[config.mk]
export PLATFORM = sky130hd
export DESIGN_NAME = memory_stage
export DESIGN_NICKNAME = d
export VERILOG_FILES = /design/src/rtl/memory_stage_pkg.sv /design/src/rtl/memory_stage_spu.sv /design/src/rtl/memory_stage.sv
export SDC_FILE = /design/constraint.sdc
export NUM_CORES = 1
export LEC_CHECK = 0
export ABC_AREA = 1
export ABC_CLOCK_PERIOD_IN_PS = 4000
export CAP_MARGIN = 0
export CORE_MARGIN = 4
export CORE_UTILIZATION = 50
export CTS_CLUSTER_SIZE = 25
export DETAILED_ROUTE_END_ITERATION = 8
export GPL_ROUTABILITY_DRIVEN = 0
export GPL_TIMING_DRIVEN = 0
export PLACE_DENSITY_LB_ADDON = 0.05
export SETUP_SLACK_MARGIN = 0.1
export SLEW_MARGIN = 20
export SYNTH_ARGS = -nofsm -noshare
export SYNTH_HDL_FRONTEND = slang
export SYNTH_SLANG_ARGS = --single-unit
[constraint.sdc]
create_clock -name clk -period 4 [get_ports clk]
set_clock_uncertainty 0.1 [all_clocks]
set_input_delay 1.2 -clock clk [delete_from_list [all_inputs] [get_ports clk]]
set_output_delay 1.2 -clock clk [all_outputs]
set_load 0.1 [all_outputs]
[src/rtl/memory_stage_pkg.sv]
// rtl/memory_stage_pkg.sv - shared encodings and defaults for the MEM stage
package memory_stage_pkg;

  localparam logic [15:0] SP_INIT_DEFAULT     = 16'h07FF;
  localparam logic [15:0] STACK_LIMIT_DEFAULT = 16'h0400;

  // Memory operation encodings as presented by the execute stage
  typedef enum logic [2:0] {
    OP_NOP   = 3'd0,
    OP_LOAD  = 3'd1,
    OP_STORE = 3'd2,
    OP_PUSH  = 3'd3,
    OP_POP   = 3'd4,
    OP_CALL  = 3'd5,
    OP_RET   = 3'd6,
    OP_INT   = 3'd7
  } mem_op_e;

  // Two-word sequencer states
  typedef enum logic {
    ST_IDLE   = 1'b0,
    ST_SECOND = 1'b1
  } mem_state_e;

  // Stack pointer update requests
  typedef enum logic [2:0] {
    SP_HOLD = 3'd0,
    SP_INC1 = 3'd1,
    SP_INC2 = 3'd2,
    SP_DEC1 = 3'd3,
    SP_DEC2 = 3'd4
  } sp_op_e;

endpackage

[src/rtl/memory_stage_spu.sv]
// rtl/memory_stage_spu.sv - stack pointer register with offset addresses and limit checks
import memory_stage_pkg::*;

module stack_pointer_unit #(
  parameter logic [15:0] SP_INIT     = SP_INIT_DEFAULT,
  parameter logic [15:0] STACK_LIMIT = STACK_LIMIT_DEFAULT
) (
  input  logic        clk,
  input  logic        rst_n,
  input  sp_op_e      sp_op,
  output logic [15:0] sp,
  output logic [15:0] sp_p1,
  output logic [15:0] sp_p2,
  output logic [15:0] sp_m1,
  output logic        ovf0,
  output logic        ovf1,
  output logic        unf1,
  output logic        unf2
);

  logic [16:0] sum1;
  logic [16:0] sum2;

  // Pop addresses are computed one bit wider so the underflow compare never wraps
  assign sum1  = {1'b0, sp} + 17'd1;
  assign sum2  = {1'b0, sp} + 17'd2;
  assign sp_p1 = sum1[15:0];
  assign sp_p2 = sum2[15:0];
  assign sp_m1 = sp - 16'd1;

  // A push word at address SP (first word) or SP-1 (second word) must stay at or above the limit
  assign ovf0 = (sp < STACK_LIMIT);
  assign ovf1 = (sp_m1 < STACK_LIMIT);
  // A pop word at SP+1 or SP+2 must not read above the empty-stack top
  assign unf1 = (sum1 > {1'b0, SP_INIT});
  assign unf2 = (sum2 > {1'b0, SP_INIT});

  // SP register: two-word ops move it by two only once the second word succeeds
  always_ff @(posedge clk or negedge rst_n) begin
    if (!rst_n) begin
      sp <= SP_INIT;
    end else begin
      case (sp_op)
        SP_INC1: sp <= sp_p1;
        SP_INC2: sp <= sp_p2;
        SP_DEC1: sp <= sp_m1;
        SP_DEC2: sp <= sp - 16'd2;
        default: sp <= sp;
      endcase
    end
  end

endmodule

[src/rtl/memory_stage.sv]
// rtl/memory_stage.sv - MEM stage: stack ops, two-word call/return sequencing, MEM/WB registers
import memory_stage_pkg::*;

module memory_stage #(
  parameter logic [15:0] SP_INIT     = SP_INIT_DEFAULT,
  parameter logic [15:0] STACK_LIMIT = STACK_LIMIT_DEFAULT
) (
  input  logic        clk,
  input  logic        rst_n,
  input  logic        ex_valid,
  input  logic [2:0]  mem_op,
  input  logic        ex_rti,
  input  logic [15:0] ex_result,
  input  logic [15:0] ex_addr,
  input  logic [15:0] store_data,
  input  logic [31:0] pc_in,
  input  logic [2:0]  ccr_in,
  input  logic [15:0] dmem_rdata,
  output logic [15:0] dmem_addr,
  output logic [15:0] dmem_wdata,
  output logic        dmem_we,
  output logic        stall,
  output logic        wb_valid,
  output logic [15:0] wb_data,
  output logic        pc_load,
  output logic [31:0] pc_target,
  output logic        ccr_restore,
  output logic [2:0]  ccr_out,
  output logic        stack_exc
);

  mem_op_e    op;
  mem_state_e state;
  mem_state_e next_state;
  sp_op_e     sp_op;

  logic [15:0] sp;
  logic [15:0] sp_p1;
  logic [15:0] sp_p2;
  logic [15:0] sp_m1;
  logic        ovf0;
  logic        ovf1;
  logic        unf1;
  logic        unf2;

  // Second-word context captured when the first word is accepted
  logic        sec_push;
  logic        sec_rti;
  logic [15:0] ret_lo;
  logic [2:0]  shadow_ccr;

  logic        we_c;
  logic        n_wb_valid;
  logic [15:0] n_wb_data;
  logic        n_pc_load;
  logic [31:0] n_pc_target;
  logic        n_ccr_restore;
  logic        n_exc;
  logic [15:0] n_ret_lo;
  logic [2:0]  n_shadow;
  logic        n_sec_push;
  logic        n_sec_rti;

  assign op      = mem_op_e'(mem_op);
  assign ccr_out = shadow_ccr;
  // Keep the write strobe quiet while reset is held, whatever execute presents
  assign dmem_we = we_c & rst_n;

  stack_pointer_unit #(
    .SP_INIT     (SP_INIT),
    .STACK_LIMIT (STACK_LIMIT)
  ) u_spu (
    .clk   (clk),
    .rst_n (rst_n),
    .sp_op (sp_op),
    .sp    (sp),
    .sp_p1 (sp_p1),
    .sp_p2 (sp_p2),
    .sp_m1 (sp_m1),
    .ovf0  (ovf0),
    .ovf1  (ovf1),
    .unf1  (unf1),
    .unf2  (unf2)
  );

  // FSM state register
  always_ff @(posedge clk or negedge rst_n) begin
    if (!rst_n) begin
      state <= ST_IDLE;
    end else begin
      state <= next_state;
    end
  end

  // Next state, memory port muxing, stall and next values of the MEM/WB registers
  always_comb begin
    next_state    = state;
    stall         = 1'b0;
    dmem_addr     = ex_addr;
    dmem_wdata    = store_data;
    we_c          = 1'b0;
    sp_op         = SP_HOLD;
    n_wb_valid    = 1'b0;
    n_wb_data     = ex_result;
    n_pc_load     = 1'b0;
    n_pc_target   = pc_target;
    n_ccr_restore = 1'b0;
    n_exc         = 1'b0;
    n_ret_lo      = ret_lo;
    n_shadow      = shadow_ccr;
    n_sec_push    = sec_push;
    n_sec_rti     = sec_rti;
    case (state)
      ST_IDLE: begin
        if (ex_valid) begin
          case (op)
            OP_LOAD: begin
              n_wb_data  = dmem_rdata;
              n_wb_valid = 1'b1;
            end
            OP_STORE: begin
              we_c = 1'b1;
            end
            OP_PUSH: begin
              dmem_addr = sp;
              if (ovf0) begin
                n_exc = 1'b1;
              end else begin
                we_c  = 1'b1;
                sp_op = SP_DEC1;
              end
            end
            OP_POP: begin
              dmem_addr = sp_p1;
              if (unf1) begin
                n_exc = 1'b1;
              end else begin
                n_wb_data  = dmem_rdata;
                n_wb_valid = 1'b1;
                sp_op      = SP_INC1;
              end
            end
            OP_CALL, OP_INT: begin
              dmem_addr  = sp;
              dmem_wdata = pc_in[31:16];
              // A faulting first word never stalls, so execute is not held on a dead op
              if (ovf0) begin
                n_exc = 1'b1;
              end else begin
                we_c       = 1'b1;
                stall      = 1'b1;
                next_state = ST_SECOND;
                n_sec_push = 1'b1;
                if (op == OP_INT) begin
                  n_shadow = ccr_in;
                end
              end
            end
            OP_RET: begin
              dmem_addr = sp_p1;
              if (unf1) begin
                n_exc = 1'b1;
              end else begin
                n_ret_lo   = dmem_rdata;
                stall      = 1'b1;
                next_state = ST_SECOND;
                n_sec_push = 1'b0;
                n_sec_rti  = ex_rti;
              end
            end
            default: begin
              n_wb_valid = 1'b1;
            end
          endcase
        end
      end
      ST_SECOND: begin
        next_state = ST_IDLE;
        if (sec_push) begin
          dmem_addr  = sp_m1;
          dmem_wdata = pc_in[15:0];
          if (ovf1) begin
            n_exc = 1'b1;
          end else begin
            we_c  = 1'b1;
            sp_op = SP_DEC2;
          end
        end else begin
          dmem_addr = sp_p2;
          if (unf2) begin
            n_exc = 1'b1;
          end else begin
            sp_op         = SP_INC2;
            n_pc_load     = 1'b1;
            n_pc_target   = {dmem_rdata, ret_lo};
            n_ccr_restore = sec_rti;
          end
        end
      end
      default: begin
        next_state = ST_IDLE;
      end
    endcase
  end

  // MEM/WB output registers and second-word context
  always_ff @(posedge clk or negedge rst_n) begin
    if (!rst_n) begin
      wb_valid    <= 1'b0;
      wb_data     <= 16'h0000;
      pc_load     <= 1'b0;
      pc_target   <= 32'h0000_0000;
      ccr_restore <= 1'b0;
      stack_exc   <= 1'b0;
      ret_lo      <= 16'h0000;
      shadow_ccr  <= 3'b000;
      sec_push    <= 1'b0;
      sec_rti     <= 1'b0;
    end else begin
      wb_valid    <= n_wb_valid;
      wb_data     <= n_wb_data;
      pc_load     <= n_pc_load;
      pc_target   <= n_pc_target;
      ccr_restore <= n_ccr_restore;
      stack_exc   <= n_exc;
      ret_lo      <= n_ret_lo;
      shadow_ccr  <= n_shadow;
      sec_push    <= n_sec_push;
      sec_rti     <= n_sec_rti;
    end
  end

endmodule

==> run metrics <==
status=finished, violations left; failing checks=negative setup slack; I/O Buffers=193; Starting Density=50.95%; syn nets=1186; met1 wire length=10.34 mm; global-route wire length before repair=45.39 mm; All-Layer GR Usage=35.26%; total number of yosys warnings=0; arrival time worst endpoint=2830 ps; Max IR drop VDD=0.0008994 V; # H-tree levels=3; worst slew pin tran=1039 ps; post-synthesis sequential area ratio=32.16%; highest metal used=met4; clk slew on worst S/H paths=80 ps; met3 WL=3.602 mm; DRC=0; Root Driver=clkbuf_16; synth unique cells=42; TritonCTS clock tree=built; RSZ-0062 raised after global routing=yes; ys flop type=dfrtp_1; Die Width=126.7 um; Worst Reg2Reg Path Length in Cells=19; WP data required=2700 ps; Die ar.=16050 um^2; fraction of layout cells with a size suffix above 1=24.72%; EDFF count, synth=0; clock network power share=9.1%; largest cells by area after synthesis=dfrtp_1 (28%), nand2_1 (21%), nand3_1 (6.3%); worst hold margin=374.7 ps; sequential fraction of design power=16.0%; post-route setup slack=-130.6 ps; drt first pass iters=8; final setup fails=3; crit path kind=reg2out; Post-synth top cells=nand2_1 (389), inv_1 (89), nand3_1 (88); Max Cap Viol=0; slowest stage cell, crit path=dfstp_2; Antenna Cells=0; Clock Latency Late Sink=340 ps; Power per Cell Area=826.4 nW/um^2; combinational fraction of design power=74.9%; WHS Path Cells=2; Core Rows=43; Leakage=5.193 nW; Final min period=4131 ps; most used cell, CP=nand2_2; fmax=0.2421 GHz; Final ANT Viol Nets=0; vias per cell=5.987; IO Pins=195; Net Switching=5.467 mW; most common cell in the netlist=nand2_1; CP Launch Type=register; Fin. Hold Viols=0; share of the synthesized area in the top cell type=28.06%; WL final=29.81 mm; Post-Route Setup TNS=-254.2 ps; Synth area leader=dfrtp_1; Slew Limit Fails=0; Mapped Area=7046 um^2; Initial DRC Count=1252; area grow syn2layout=59.79%; maximum number of pins on one net before global-route repair=81; Period Utilization, post-route=103.3%; Slew HR=30.49%; CP Cell Sequence=buf_6, ha_4, inv_2, nor2_4, nand2_2, nand2_1, nand2_2, nand2_2, nor2_1, nor2_2, nand3_4, nand2_8, inv_6, o21ai_4, a21oi_4, buf_12; Clock Path Buffers=2; CP Max Fanout=5; vias in the first global route=8732; Net Sw Frac=58.76%; total CTS buffers=9; Detail Placement HPWL=19.91 mm; Post-Synthesis Cells=1072; routed via count=9118; Int Power=3.837 mW; wire length on met2=13.77 mm; clk sinks=90; FF+latch count, synth=90; CORE AREA=13830 um^2; Congestion Overflow GR=0; syn avg cell area=6.572 um^2; crit-path max cell delay=610 ps; Worst Setup End Kind=output port; initial antenna violation count=0; type of the worst min-delay path=reg2reg; Final #Nets=1452; Post-synth ARST share=100.0%; per-cell routed wire length=19.57 um; Die Span Y=126.7 um
[layout by cell type (no fill, tap or decap), drive strengths merged, types with 3 or more instances in the layout]
master           n
a21oi           28
a221oi           6
a32o             4
a32oi           16
buf            126
clkbuf          46
clkdlybuf4s50  155
clkinv           6
dfrtp           79
dfstp           11
ha               8
inv             98
mux2             3
nand2          397
nand3           95
nand4           28
nor2           102
nor3             3
o211ai           8
o21ai           65
o221ai           3
o22ai           13
xor2            32
[cell type report]
class	instances	area, um^2
timing repair buffer	256	2585
buffer	62	431.7
clock inverter	7	76.32
fill	868	2569
inverter	99	412.9
sequential	90	2266
multi-input combinational	820	5036
tap	180	225.2
clock buffer	9	225.2
[registers in the layout, summed over array words and instances, names as in the netlist]
name	cells
ccr_out	3
ccr_restore	1
pc_load	1
pc_target	32
ret_lo	16
sec_push	1
sec_rti	1
stack_exc	1
state	1
u_spu.sp	16
wb_data	16
wb_valid	1
[critical path: cells and delay by family, from the launching register on]
family | cells | cell delay (ps)
and+or+nand+nor | 9 | 1120
AOI/OAI and AO/OA | 2 | 180
buffers and inverters | 4 | 400
DFF | 1 | 610
adders and majority gates | 1 | 140
[path summary, 6_finish.rpt]
check                           slack [ps]                     from                        to
worst min-delay path                   370    ret_lo[5]$_DFFE_PN0P_  pc_target[5]$_DFFE_PN0P_
min in group asynchronous              570                    rst_n           state$_DFF_PN0_
max in group asynchronous             2580                    rst_n   u_spu.sp[1]$_DFFE_PN1P_
worst max register to register         700  u_spu.sp[1]$_DFFE_PN1P_   u_spu.sp[2]$_DFFE_PN1P_
worst max-delay path                  -130  u_spu.sp[1]$_DFFE_PN1P_                     stall
worst min register to register         370    ret_lo[5]$_DFFE_PN0P_  pc_target[5]$_DFFE_PN0P_
[what timing repair did]
action | 4_1_cts | 5_1_grt
gates resized for setup | 345 | 84
pin swaps | 26 | 26
setup buffers | 44 | 16
hold buffers | 0 | 0
endpoints found under the setup margin | 34 | 34
cloned | 3 | 0
[per-layer routing]
layer  vias up  global-route usage (%)
met4         0                   19.50
met2       721                   57.07
li1       4017                       -
met3       210                   9.095
met5         -                       0
met1      4170                   42.92
[logic make-up after synthesis]
logic type                 after synthesis  synth area share, %
AOI/OAI and AO/OA                      146                12.61
xor gates and xnor gates                34                4.333
adders and majority gates                8                1.421
buffers and inverters                  162                10.03
DFF                                     90                32.16
muxes                                    3               0.4795
and+or+nand+nor                        629                38.96
[power by group through the flow]
stage	combinational (mW)	clock, mW	sequential, mW
after CTS	6.37	0.861	1.48
after detailed placement	5.70	0	1.48
after global placement	5.64	0	1.48
after floorplan	2.96	0	2.78
after global routing	7.25	0.909	1.52
final	6.96	0.849	1.49
[stage by stage]
stage / instance area (um^2) / std cells / worst slack, ps / power [mW] / utilization (%)
finish: 11260 / 1523 / -130.6 / 9.304 / 81.42
global route: 11260 / 1523 / -183.0 / 9.676 / 81.42
CTS: 10860 / 1509 / 54.26 / 8.703 / 78.54
detailed placement: 9738 / 1446 / -1680 / 7.182 / 70.43
global placement: 9708 / 1445 / -3725 / 7.128 / 70.21
floorplan: 7551 / 1072 / -189.4 / 5.742 / -
No activity file was read; power rests on OpenSTA's default activity.
